$ cat config.mk
export PLATFORM = sky130hd
export DESIGN_NAME = idex_pipe_flat
export DESIGN_NICKNAME = d
export VERILOG_FILES = /design/src/rtl/idex_pipe_if.sv /design/src/rtl/idex_pipe.sv /design/src/flat_wrapper.sv
export SDC_FILE = /design/constraint.sdc
export NUM_CORES = 1
export LEC_CHECK = 0
export ABC_CLOCK_PERIOD_IN_PS = 4800
export CORE_AREA = 2 2 310 312
export DETAILED_ROUTE_END_ITERATION = 6
export DIE_AREA = 0 0 312 314
export MAX_ROUTING_LAYER = met4
export PLACE_DENSITY = 0.39
export SLEW_MARGIN = 30
export SYNTH_ARGS = -nofsm -noshare
export SYNTH_HDL_FRONTEND = slang
export SYNTH_SLANG_ARGS = --single-unit
export TNS_END_PERCENT = 5
$ cat constraint.sdc
create_clock -name clk -period 4.8 [get_ports clk]
set_clock_uncertainty 0.05 [all_clocks]
set_input_delay 0.96 -clock clk [delete_from_list [all_inputs] [get_ports clk]]
set_output_delay 0.96 -clock clk [all_outputs]
set_load 0.05 [all_outputs]
$ cat src/rtl/idex_pipe_if.sv
// ID/EX boundary bundle: decoded ID-side fields, the registered EX-side copies,
// and the hazard/flush/counter outputs. The master drives ID inputs; the pipe is the slave.
interface idex_pipe_if #(
    parameter int DATA_WIDTH = 64,
    parameter int CNT_WIDTH  = 32
);
    logic [DATA_WIDTH-1:0] ID_PC, ID_RegA, ID_RegB, ID_Imm12Ext, ID_DAddr9Ext;
    logic [4:0]            ID_Rn, ID_Rm, ID_Rd;
    logic                  ID_usesRm;
    logic [5:0]            ID_shamt;
    logic                  ID_RegWrite, ID_MemWrite, ID_MemToReg, ID_BrTaken;
    logic                  ID_read_enable, ID_NOOP, ID_shiftDirection;
    logic [1:0]            ID_ALUSrc, ID_ALUResult;
    logic [2:0]            ID_ALUOp;
    logic [3:0]            ID_xfer_size;
    logic                  EXMEM_BrTaken;

    logic [DATA_WIDTH-1:0] EX_PC, EX_RegA, EX_RegB, EX_Imm12Ext, EX_DAddr9Ext;
    logic [4:0]            EX_Rn, EX_Rm, EX_Rd;
    logic                  EX_usesRm;
    logic [5:0]            EX_shamt;
    logic                  EX_RegWrite, EX_MemWrite, EX_MemToReg, EX_BrTaken;
    logic                  EX_read_enable, EX_NOOP, EX_shiftDirection;
    logic [1:0]            EX_ALUSrc, EX_ALUResult;
    logic [2:0]            EX_ALUOp;
    logic [3:0]            EX_xfer_size;
    logic                  EX_valid;

    logic                  stall_IF, flush_IFID;
    logic [CNT_WIDTH-1:0]  stall_count, flush_count;

    modport master (
        output ID_PC, ID_RegA, ID_RegB, ID_Imm12Ext, ID_DAddr9Ext,
               ID_Rn, ID_Rm, ID_Rd, ID_usesRm, ID_shamt,
               ID_RegWrite, ID_MemWrite, ID_MemToReg, ID_BrTaken,
               ID_read_enable, ID_NOOP, ID_shiftDirection,
               ID_ALUSrc, ID_ALUResult, ID_ALUOp, ID_xfer_size, EXMEM_BrTaken,
        input  EX_PC, EX_RegA, EX_RegB, EX_Imm12Ext, EX_DAddr9Ext,
               EX_Rn, EX_Rm, EX_Rd, EX_usesRm, EX_shamt,
               EX_RegWrite, EX_MemWrite, EX_MemToReg, EX_BrTaken,
               EX_read_enable, EX_NOOP, EX_shiftDirection,
               EX_ALUSrc, EX_ALUResult, EX_ALUOp, EX_xfer_size, EX_valid,
               stall_IF, flush_IFID, stall_count, flush_count
    );

    modport slave (
        input  ID_PC, ID_RegA, ID_RegB, ID_Imm12Ext, ID_DAddr9Ext,
               ID_Rn, ID_Rm, ID_Rd, ID_usesRm, ID_shamt,
               ID_RegWrite, ID_MemWrite, ID_MemToReg, ID_BrTaken,
               ID_read_enable, ID_NOOP, ID_shiftDirection,
               ID_ALUSrc, ID_ALUResult, ID_ALUOp, ID_xfer_size, EXMEM_BrTaken,
        output EX_PC, EX_RegA, EX_RegB, EX_Imm12Ext, EX_DAddr9Ext,
               EX_Rn, EX_Rm, EX_Rd, EX_usesRm, EX_shamt,
               EX_RegWrite, EX_MemWrite, EX_MemToReg, EX_BrTaken,
               EX_read_enable, EX_NOOP, EX_shiftDirection,
               EX_ALUSrc, EX_ALUResult, EX_ALUOp, EX_xfer_size, EX_valid,
               stall_IF, flush_IFID, stall_count, flush_count
    );
endinterface

$ cat src/rtl/idex_pipe.sv
// ID/EX pipeline register with load-use hazard detection, bubble insertion on
// stall or taken-branch flush, and saturating stall/flush cycle counters.
module idex_pipe #(
    parameter int DATA_WIDTH = 64,
    parameter int CNT_WIDTH  = 32
) (
    input logic         clk,
    input logic         reset,
    idex_pipe_if.slave  bus
);
    localparam logic [4:0]           XZR     = 5'd31;
    localparam logic [CNT_WIDTH-1:0] CNT_ONE = CNT_WIDTH'(1);
    localparam logic [CNT_WIDTH-1:0] CNT_MAX = '1;

    logic hazard;
    logic flush;
    logic load;

    // A load in EX only blocks the consumer when it really writes a register
    // the ID instruction reads; XZR and unused Rm never count.
    assign hazard = bus.EX_valid & bus.EX_read_enable & (bus.EX_Rd != XZR)
                  & ~bus.ID_NOOP
                  & ((bus.EX_Rd == bus.ID_Rn) | (bus.ID_usesRm & (bus.EX_Rd == bus.ID_Rm)));
    assign flush  = bus.EXMEM_BrTaken;
    assign load   = ~flush & ~hazard;

    // The stalled instruction is discarded by a flush, so the flush wins.
    assign bus.stall_IF   = hazard & ~flush;
    assign bus.flush_IFID = flush;

    always_ff @(posedge clk) begin
        if (reset || !load) begin
            bus.EX_PC             <= '0;
            bus.EX_RegA           <= '0;
            bus.EX_RegB           <= '0;
            bus.EX_Imm12Ext       <= '0;
            bus.EX_DAddr9Ext      <= '0;
            bus.EX_Rn             <= '0;
            bus.EX_Rm             <= '0;
            bus.EX_Rd             <= '0;
            bus.EX_usesRm         <= 1'b0;
            bus.EX_shamt          <= '0;
            bus.EX_RegWrite       <= 1'b0;
            bus.EX_MemWrite       <= 1'b0;
            bus.EX_MemToReg       <= 1'b0;
            bus.EX_BrTaken        <= 1'b0;
            bus.EX_read_enable    <= 1'b0;
            bus.EX_NOOP           <= 1'b1;
            bus.EX_shiftDirection <= 1'b0;
            bus.EX_ALUSrc         <= '0;
            bus.EX_ALUResult      <= '0;
            bus.EX_ALUOp          <= '0;
            bus.EX_xfer_size      <= '0;
            bus.EX_valid          <= 1'b0;
        end else begin
            bus.EX_PC             <= bus.ID_PC;
            bus.EX_RegA           <= bus.ID_RegA;
            bus.EX_RegB           <= bus.ID_RegB;
            bus.EX_Imm12Ext       <= bus.ID_Imm12Ext;
            bus.EX_DAddr9Ext      <= bus.ID_DAddr9Ext;
            bus.EX_Rn             <= bus.ID_Rn;
            bus.EX_Rm             <= bus.ID_Rm;
            bus.EX_Rd             <= bus.ID_Rd;
            bus.EX_usesRm         <= bus.ID_usesRm;
            bus.EX_shamt          <= bus.ID_shamt;
            bus.EX_RegWrite       <= bus.ID_RegWrite;
            bus.EX_MemWrite       <= bus.ID_MemWrite;
            bus.EX_MemToReg       <= bus.ID_MemToReg;
            bus.EX_BrTaken        <= bus.ID_BrTaken;
            bus.EX_read_enable    <= bus.ID_read_enable;
            bus.EX_NOOP           <= bus.ID_NOOP;
            bus.EX_shiftDirection <= bus.ID_shiftDirection;
            bus.EX_ALUSrc         <= bus.ID_ALUSrc;
            bus.EX_ALUResult      <= bus.ID_ALUResult;
            bus.EX_ALUOp          <= bus.ID_ALUOp;
            bus.EX_xfer_size      <= bus.ID_xfer_size;
            bus.EX_valid          <= ~bus.ID_NOOP;
        end
    end

    // Flush takes priority, so a cycle with both F and H bumps only flush_count.
    always_ff @(posedge clk) begin
        if (reset) begin
            bus.stall_count <= '0;
            bus.flush_count <= '0;
        end else if (flush) begin
            if (bus.flush_count != CNT_MAX)
                bus.flush_count <= bus.flush_count + CNT_ONE;
        end else if (hazard) begin
            if (bus.stall_count != CNT_MAX)
                bus.stall_count <= bus.stall_count + CNT_ONE;
        end
    end
endmodule

$ cat src/flat_wrapper.sv
// flat-port wrapper written by rule: the top's interface ports become plain ports
module idex_pipe_flat 
#(
    parameter int DATA_WIDTH = 64,
    parameter int CNT_WIDTH  = 32
)
  (clk, reset, bus_ID_PC, bus_ID_RegA, bus_ID_RegB, bus_ID_Imm12Ext, bus_ID_DAddr9Ext, bus_ID_Rn, bus_ID_Rm, bus_ID_Rd, bus_ID_usesRm, bus_ID_shamt, bus_ID_RegWrite, bus_ID_MemWrite, bus_ID_MemToReg, bus_ID_BrTaken, bus_ID_read_enable, bus_ID_NOOP, bus_ID_shiftDirection, bus_ID_ALUSrc, bus_ID_ALUResult, bus_ID_ALUOp, bus_ID_xfer_size, bus_EXMEM_BrTaken, bus_EX_PC, bus_EX_RegA, bus_EX_RegB, bus_EX_Imm12Ext, bus_EX_DAddr9Ext, bus_EX_Rn, bus_EX_Rm, bus_EX_Rd, bus_EX_usesRm, bus_EX_shamt, bus_EX_RegWrite, bus_EX_MemWrite, bus_EX_MemToReg, bus_EX_BrTaken, bus_EX_read_enable, bus_EX_NOOP, bus_EX_shiftDirection, bus_EX_ALUSrc, bus_EX_ALUResult, bus_EX_ALUOp, bus_EX_xfer_size, bus_EX_valid, bus_stall_IF, bus_flush_IFID, bus_stall_count, bus_flush_count);
  idex_pipe_if #(.DATA_WIDTH(DATA_WIDTH), .CNT_WIDTH(CNT_WIDTH)) bus_i ();
  input logic clk;
  input logic reset;
  input wire logic [$bits(bus_i.ID_PC)-1:0] bus_ID_PC;
  input wire logic [$bits(bus_i.ID_RegA)-1:0] bus_ID_RegA;
  input wire logic [$bits(bus_i.ID_RegB)-1:0] bus_ID_RegB;
  input wire logic [$bits(bus_i.ID_Imm12Ext)-1:0] bus_ID_Imm12Ext;
  input wire logic [$bits(bus_i.ID_DAddr9Ext)-1:0] bus_ID_DAddr9Ext;
  input wire logic [$bits(bus_i.ID_Rn)-1:0] bus_ID_Rn;
  input wire logic [$bits(bus_i.ID_Rm)-1:0] bus_ID_Rm;
  input wire logic [$bits(bus_i.ID_Rd)-1:0] bus_ID_Rd;
  input wire logic [$bits(bus_i.ID_usesRm)-1:0] bus_ID_usesRm;
  input wire logic [$bits(bus_i.ID_shamt)-1:0] bus_ID_shamt;
  input wire logic [$bits(bus_i.ID_RegWrite)-1:0] bus_ID_RegWrite;
  input wire logic [$bits(bus_i.ID_MemWrite)-1:0] bus_ID_MemWrite;
  input wire logic [$bits(bus_i.ID_MemToReg)-1:0] bus_ID_MemToReg;
  input wire logic [$bits(bus_i.ID_BrTaken)-1:0] bus_ID_BrTaken;
  input wire logic [$bits(bus_i.ID_read_enable)-1:0] bus_ID_read_enable;
  input wire logic [$bits(bus_i.ID_NOOP)-1:0] bus_ID_NOOP;
  input wire logic [$bits(bus_i.ID_shiftDirection)-1:0] bus_ID_shiftDirection;
  input wire logic [$bits(bus_i.ID_ALUSrc)-1:0] bus_ID_ALUSrc;
  input wire logic [$bits(bus_i.ID_ALUResult)-1:0] bus_ID_ALUResult;
  input wire logic [$bits(bus_i.ID_ALUOp)-1:0] bus_ID_ALUOp;
  input wire logic [$bits(bus_i.ID_xfer_size)-1:0] bus_ID_xfer_size;
  input wire logic [$bits(bus_i.EXMEM_BrTaken)-1:0] bus_EXMEM_BrTaken;
  output wire logic [$bits(bus_i.EX_PC)-1:0] bus_EX_PC;
  output wire logic [$bits(bus_i.EX_RegA)-1:0] bus_EX_RegA;
  output wire logic [$bits(bus_i.EX_RegB)-1:0] bus_EX_RegB;
  output wire logic [$bits(bus_i.EX_Imm12Ext)-1:0] bus_EX_Imm12Ext;
  output wire logic [$bits(bus_i.EX_DAddr9Ext)-1:0] bus_EX_DAddr9Ext;
  output wire logic [$bits(bus_i.EX_Rn)-1:0] bus_EX_Rn;
  output wire logic [$bits(bus_i.EX_Rm)-1:0] bus_EX_Rm;
  output wire logic [$bits(bus_i.EX_Rd)-1:0] bus_EX_Rd;
  output wire logic [$bits(bus_i.EX_usesRm)-1:0] bus_EX_usesRm;
  output wire logic [$bits(bus_i.EX_shamt)-1:0] bus_EX_shamt;
  output wire logic [$bits(bus_i.EX_RegWrite)-1:0] bus_EX_RegWrite;
  output wire logic [$bits(bus_i.EX_MemWrite)-1:0] bus_EX_MemWrite;
  output wire logic [$bits(bus_i.EX_MemToReg)-1:0] bus_EX_MemToReg;
  output wire logic [$bits(bus_i.EX_BrTaken)-1:0] bus_EX_BrTaken;
  output wire logic [$bits(bus_i.EX_read_enable)-1:0] bus_EX_read_enable;
  output wire logic [$bits(bus_i.EX_NOOP)-1:0] bus_EX_NOOP;
  output wire logic [$bits(bus_i.EX_shiftDirection)-1:0] bus_EX_shiftDirection;
  output wire logic [$bits(bus_i.EX_ALUSrc)-1:0] bus_EX_ALUSrc;
  output wire logic [$bits(bus_i.EX_ALUResult)-1:0] bus_EX_ALUResult;
  output wire logic [$bits(bus_i.EX_ALUOp)-1:0] bus_EX_ALUOp;
  output wire logic [$bits(bus_i.EX_xfer_size)-1:0] bus_EX_xfer_size;
  output wire logic [$bits(bus_i.EX_valid)-1:0] bus_EX_valid;
  output wire logic [$bits(bus_i.stall_IF)-1:0] bus_stall_IF;
  output wire logic [$bits(bus_i.flush_IFID)-1:0] bus_flush_IFID;
  output wire logic [$bits(bus_i.stall_count)-1:0] bus_stall_count;
  output wire logic [$bits(bus_i.flush_count)-1:0] bus_flush_count;
  assign bus_i.ID_PC = bus_ID_PC;
  assign bus_i.ID_RegA = bus_ID_RegA;
  assign bus_i.ID_RegB = bus_ID_RegB;
  assign bus_i.ID_Imm12Ext = bus_ID_Imm12Ext;
  assign bus_i.ID_DAddr9Ext = bus_ID_DAddr9Ext;
  assign bus_i.ID_Rn = bus_ID_Rn;
  assign bus_i.ID_Rm = bus_ID_Rm;
  assign bus_i.ID_Rd = bus_ID_Rd;
  assign bus_i.ID_usesRm = bus_ID_usesRm;
  assign bus_i.ID_shamt = bus_ID_shamt;
  assign bus_i.ID_RegWrite = bus_ID_RegWrite;
  assign bus_i.ID_MemWrite = bus_ID_MemWrite;
  assign bus_i.ID_MemToReg = bus_ID_MemToReg;
  assign bus_i.ID_BrTaken = bus_ID_BrTaken;
  assign bus_i.ID_read_enable = bus_ID_read_enable;
  assign bus_i.ID_NOOP = bus_ID_NOOP;
  assign bus_i.ID_shiftDirection = bus_ID_shiftDirection;
  assign bus_i.ID_ALUSrc = bus_ID_ALUSrc;
  assign bus_i.ID_ALUResult = bus_ID_ALUResult;
  assign bus_i.ID_ALUOp = bus_ID_ALUOp;
  assign bus_i.ID_xfer_size = bus_ID_xfer_size;
  assign bus_i.EXMEM_BrTaken = bus_EXMEM_BrTaken;
  assign bus_EX_PC = bus_i.EX_PC;
  assign bus_EX_RegA = bus_i.EX_RegA;
  assign bus_EX_RegB = bus_i.EX_RegB;
  assign bus_EX_Imm12Ext = bus_i.EX_Imm12Ext;
  assign bus_EX_DAddr9Ext = bus_i.EX_DAddr9Ext;
  assign bus_EX_Rn = bus_i.EX_Rn;
  assign bus_EX_Rm = bus_i.EX_Rm;
  assign bus_EX_Rd = bus_i.EX_Rd;
  assign bus_EX_usesRm = bus_i.EX_usesRm;
  assign bus_EX_shamt = bus_i.EX_shamt;
  assign bus_EX_RegWrite = bus_i.EX_RegWrite;
  assign bus_EX_MemWrite = bus_i.EX_MemWrite;
  assign bus_EX_MemToReg = bus_i.EX_MemToReg;
  assign bus_EX_BrTaken = bus_i.EX_BrTaken;
  assign bus_EX_read_enable = bus_i.EX_read_enable;
  assign bus_EX_NOOP = bus_i.EX_NOOP;
  assign bus_EX_shiftDirection = bus_i.EX_shiftDirection;
  assign bus_EX_ALUSrc = bus_i.EX_ALUSrc;
  assign bus_EX_ALUResult = bus_i.EX_ALUResult;
  assign bus_EX_ALUOp = bus_i.EX_ALUOp;
  assign bus_EX_xfer_size = bus_i.EX_xfer_size;
  assign bus_EX_valid = bus_i.EX_valid;
  assign bus_stall_IF = bus_i.stall_IF;
  assign bus_flush_IFID = bus_i.flush_IFID;
  assign bus_stall_count = bus_i.stall_count;
  assign bus_flush_count = bus_i.flush_count;
  idex_pipe #(.DATA_WIDTH(DATA_WIDTH), .CNT_WIDTH(CNT_WIDTH)) u_core (.clk(clk), .reset(reset), .bus(bus_i));
endmodule
==> impl_metrics.yaml <==
status:
  outcome: "finished, final reports clean"
critical_path:
  criticalPathCategory: "primary input to output port"
  startpoint: "bus_ID_NOOP"
  end_kind: "output port"
  startpoint_type: "primary input"
  crit_required_ns: 3.79
  cp_max_fo: 3
  worstReg2RegStart: "u_core.bus.EX_read_enable"
  arrival_ns: 2.74
  regToRegSetupSlack_ns: 2.22
  reg2reg_to: "u_core.bus.stall_count[28]"
  worstRegToRegCells: 6
floorplan:
  die_h_um: 314
  die_area_mm2: 0.09797
  core_mm2: 0.09445
  num_rows: 113
  start_util: 0.1372
  ios: 790
  die_x_um: 312
grt:
  antenna_found_initial: 5
  grt_max_degree: 176
  grt_overflow: 0
  grt_use_total: 0.1149
  grt_pass1_vias: 11138
  grt_pass1_wl_um: 79800
cts:
  cts_buffers: 54
  postCtsResizedCells: 0
  cts_setup_buffers: 0
  cts_hold_buf: 0
  cts_sinks: 425
  cts_tree: "yes"
  clock-root-buffer: "clkbuf_16"
  htree_levels: 2
  cts.path.max_buffers: 3
  path_clk_slew_ns: 0.05
  clk_latency_ns: 0.62
place:
  portBuffers: 789
  post-dp-hpwl_um: 44630
  dp_slack_ns: 0.9664
  place_congestion: 0.8039
pwr:
  p_per_area_mw_per_mm2: 376.2
  switchingPower_mw: 2.320
  internal_power_mw: 6.745
  ir_drop_v: 0.0002090
  power.share.clock: 0.465
  swShare: 0.2560
  seqPwrFrac: 0.408
  pwr-share-comb: 0.127
  power_leakage_nw: 8.924
synthesis:
  postSynthAreaPerCell_um2: 11.23
  yosys_warnings: 0
  syn_nets: 1519
  yosysSeqAreaShare: 0.6567
  synth.lib_cells_used.distinct: 47
  postSynthRegisterBits: 425
  netlist_instances: 1154
  synth_area_mm2: 0.01296
sta:
  finalSetupTns_ns: 0
  tightest_slew_ns: 0.8219
  relSlewSlack: 0.4521
  slew_viol_final: 0
  min_period_over_period: 0.7820
  fin_ws_ns: 1.046
  hold_viol: 0
  fmax_mhz: 266.4
  period_minus_slack_ns: 3.754
  setup_viol: 0
  grt_setup_unrepaired: "false"
hold_path:
  min_path_type: "register to register"
  hold_end: "u_core.bus.stall_count[28]"
  whs_path_depth: 2
  worstHoldStart: "u_core.bus.stall_count[28]"
drt:
  via_per_inst: 3.325
  postRouteAntennaNets: 0
  drc: 0
  wl_per_cell_um: 17.52
  first_iter_violations: 415
  routed_wl_um: 57210
  first_pass_iters: 4
  num_vias: 10855
finish:
  fin_nets: 2316
  area_delta_synth_final_pct: 86.00
  drive_gt1_frac: 0.05661
  fillers: 10145
flow_run:
  maxCapViolCount: 0
[area by class of cell]
type	count	area, um2	share of cell area
Sequential cell	425	8508	0.3531
Timing Repair Buffer	796	7968	0.3306
Multi-Input combinational cell	669	4163	0.1727
Clock buffer	80	1603	0.06651
Tap cell	1265	1583	0.06568
Clock inverter	21	245.2	0.01018
Inverter	5	18.77	0.0007788
Antenna cell	4	10.01	0.0004154
[cells by family (layout without fill, tap and decap cells)]
logic type / after synthesis / in the layout / synth area share
AO/OA/AOI/OAI: 57 / 57 / 0.02714
other: 0 / 4 / 0
AND/OR/NAND/NOR: 562 / 562 / 0.2593
XOR/XNOR: 45 / 45 / 0.03042
multiplexers: 3 / 3 / 0.002511
flip-flops: 425 / 425 / 0.6567
adder cells (fa/ha/maj): 2 / 2 / 0.001931
buffers and inverters: 60 / 902 / 0.02202
[layout by cell type, fill, tap and decap left out, drive strengths merged, types with 20 or more instances in the layout]
| cell type | netlist | final |
|---|---|---|
| and2 | 364 | 364 |
| nand4 | 27 | 27 |
| a21oi | 26 | 26 |
| clkbuf | 46 | 80 |
| clkdlybuf4s50 | 0 | 787 |
| dfxtp | 425 | 425 |
| nand3 | 33 | 33 |
| or3 | 23 | 23 |
| o21ai | 20 | 20 |
| nor2 | 47 | 47 |
| nand2 | 28 | 28 |
| xor2 | 35 | 35 |
[power groups by stage]
stage               registers (mW)  logic (mW)  clock network, mW
detailed placement            3.77        1.17                  0
floorplan                     4.20       0.130                  0
finish                        3.69        1.15               4.22
global route                  3.70        1.21               4.54
CTS                           3.70        1.17               4.42
global placement              3.77        1.17                  0
[layer usage]
layer / up-vias / GRT usage / routed length, um
met5: - / - / 0
met4: 0 / 0.03453 / 1269
met3: 70 / 0.03445 / 3893
met2: 351 / 0.1954 / 29170
met1: 5123 / 0.1296 / 22870
li1: 5311 / - / -
[cell usage after synthesis, drive strengths merged]
cell | number | area [um2]
nand2 | 28 | 105.1
o31ai | 4 | 30.03
buf | 9 | 56.30
or3 | 23 | 150.1
nand3 | 33 | 170.2
mux2i | 1 | 10.01
or4 | 5 | 37.54
a211o | 1 | 8.760
nand4 | 27 | 181.4
o22ai | 1 | 20.02
a211oi | 1 | 20.02
dfxtp | 425 | 8508
nor2b | 2 | 12.51
a31oi | 2 | 18.77
nor2 | 47 | 178.9
nand2b | 1 | 6.260
xnor2 | 10 | 87.58
ha | 2 | 25.02
a311oi | 2 | 23.77
and2b | 1 | 7.510
nand3b | 2 | 18.77
nor4 | 3 | 25.02
clkbuf | 46 | 210.2
nor3 | 5 | 36.29
and2 | 364 | 2278
and3 | 15 | 98.84
inv | 5 | 18.77
o21ai | 20 | 100.1
mux2 | 2 | 22.52
xor2 | 35 | 306.5
a21oi | 26 | 130.1
and4 | 6 | 52.55
[worst max path at each step]
stage	slack (ns)	to
finish	1.05	bus_stall_IF
global route	0.85	bus_stall_IF
CTS	0.95	bus_stall_IF
detailed placement	0.97	bus_stall_IF
global placement	0.90	bus_stall_IF
floorplan	1.77	bus_stall_IF
[through the flow]
stage | total power [mW] | util | hold WS (ns) | area, um2 | cells
CTS | 9.286 | 0.2550 | 0.4488 | 24090 | 3261
floorplan | 4.328 | - | 0.6528 | 12960 | 1154
global route | 9.453 | 0.2551 | 0.4842 | 24100 | 3264
detailed placement | 4.941 | 0.2355 | 0.4382 | 22240 | 3160
finish | 9.066 | 0.2552 | 0.4579 | 24100 | 3265
global placement | 4.940 | 0.2355 | 0.4419 | 22240 | 3160
[state kept, by name, indices dropped and copies added (netlist names), 2 cells and up]
register	count
u_core.bus.EX_DAddr9Ext	64
u_core.bus.EX_Imm12Ext	64
u_core.bus.EX_PC	64
u_core.bus.EX_RegA	64
u_core.bus.EX_RegB	64
u_core.bus.flush_count	32
u_core.bus.stall_count	32
u_core.bus.EX_shamt	6
u_core.bus.EX_Rd	5
u_core.bus.EX_Rm	5
u_core.bus.EX_Rn	5
u_core.bus.EX_xfer_size	4
u_core.bus.EX_ALUOp	3
u_core.bus.EX_ALUResult	2
u_core.bus.EX_ALUSrc	2
[worst max-delay path: stages]
cell and delay [ns]:
clkdlybuf4s50_1 0.41, nand3b_1 0.34, a21oi_1 0.37, and2b_1 0.21, and2_1 0.21, buf_4 0.24
No activity file was read; power rests on OpenSTA's default activity.
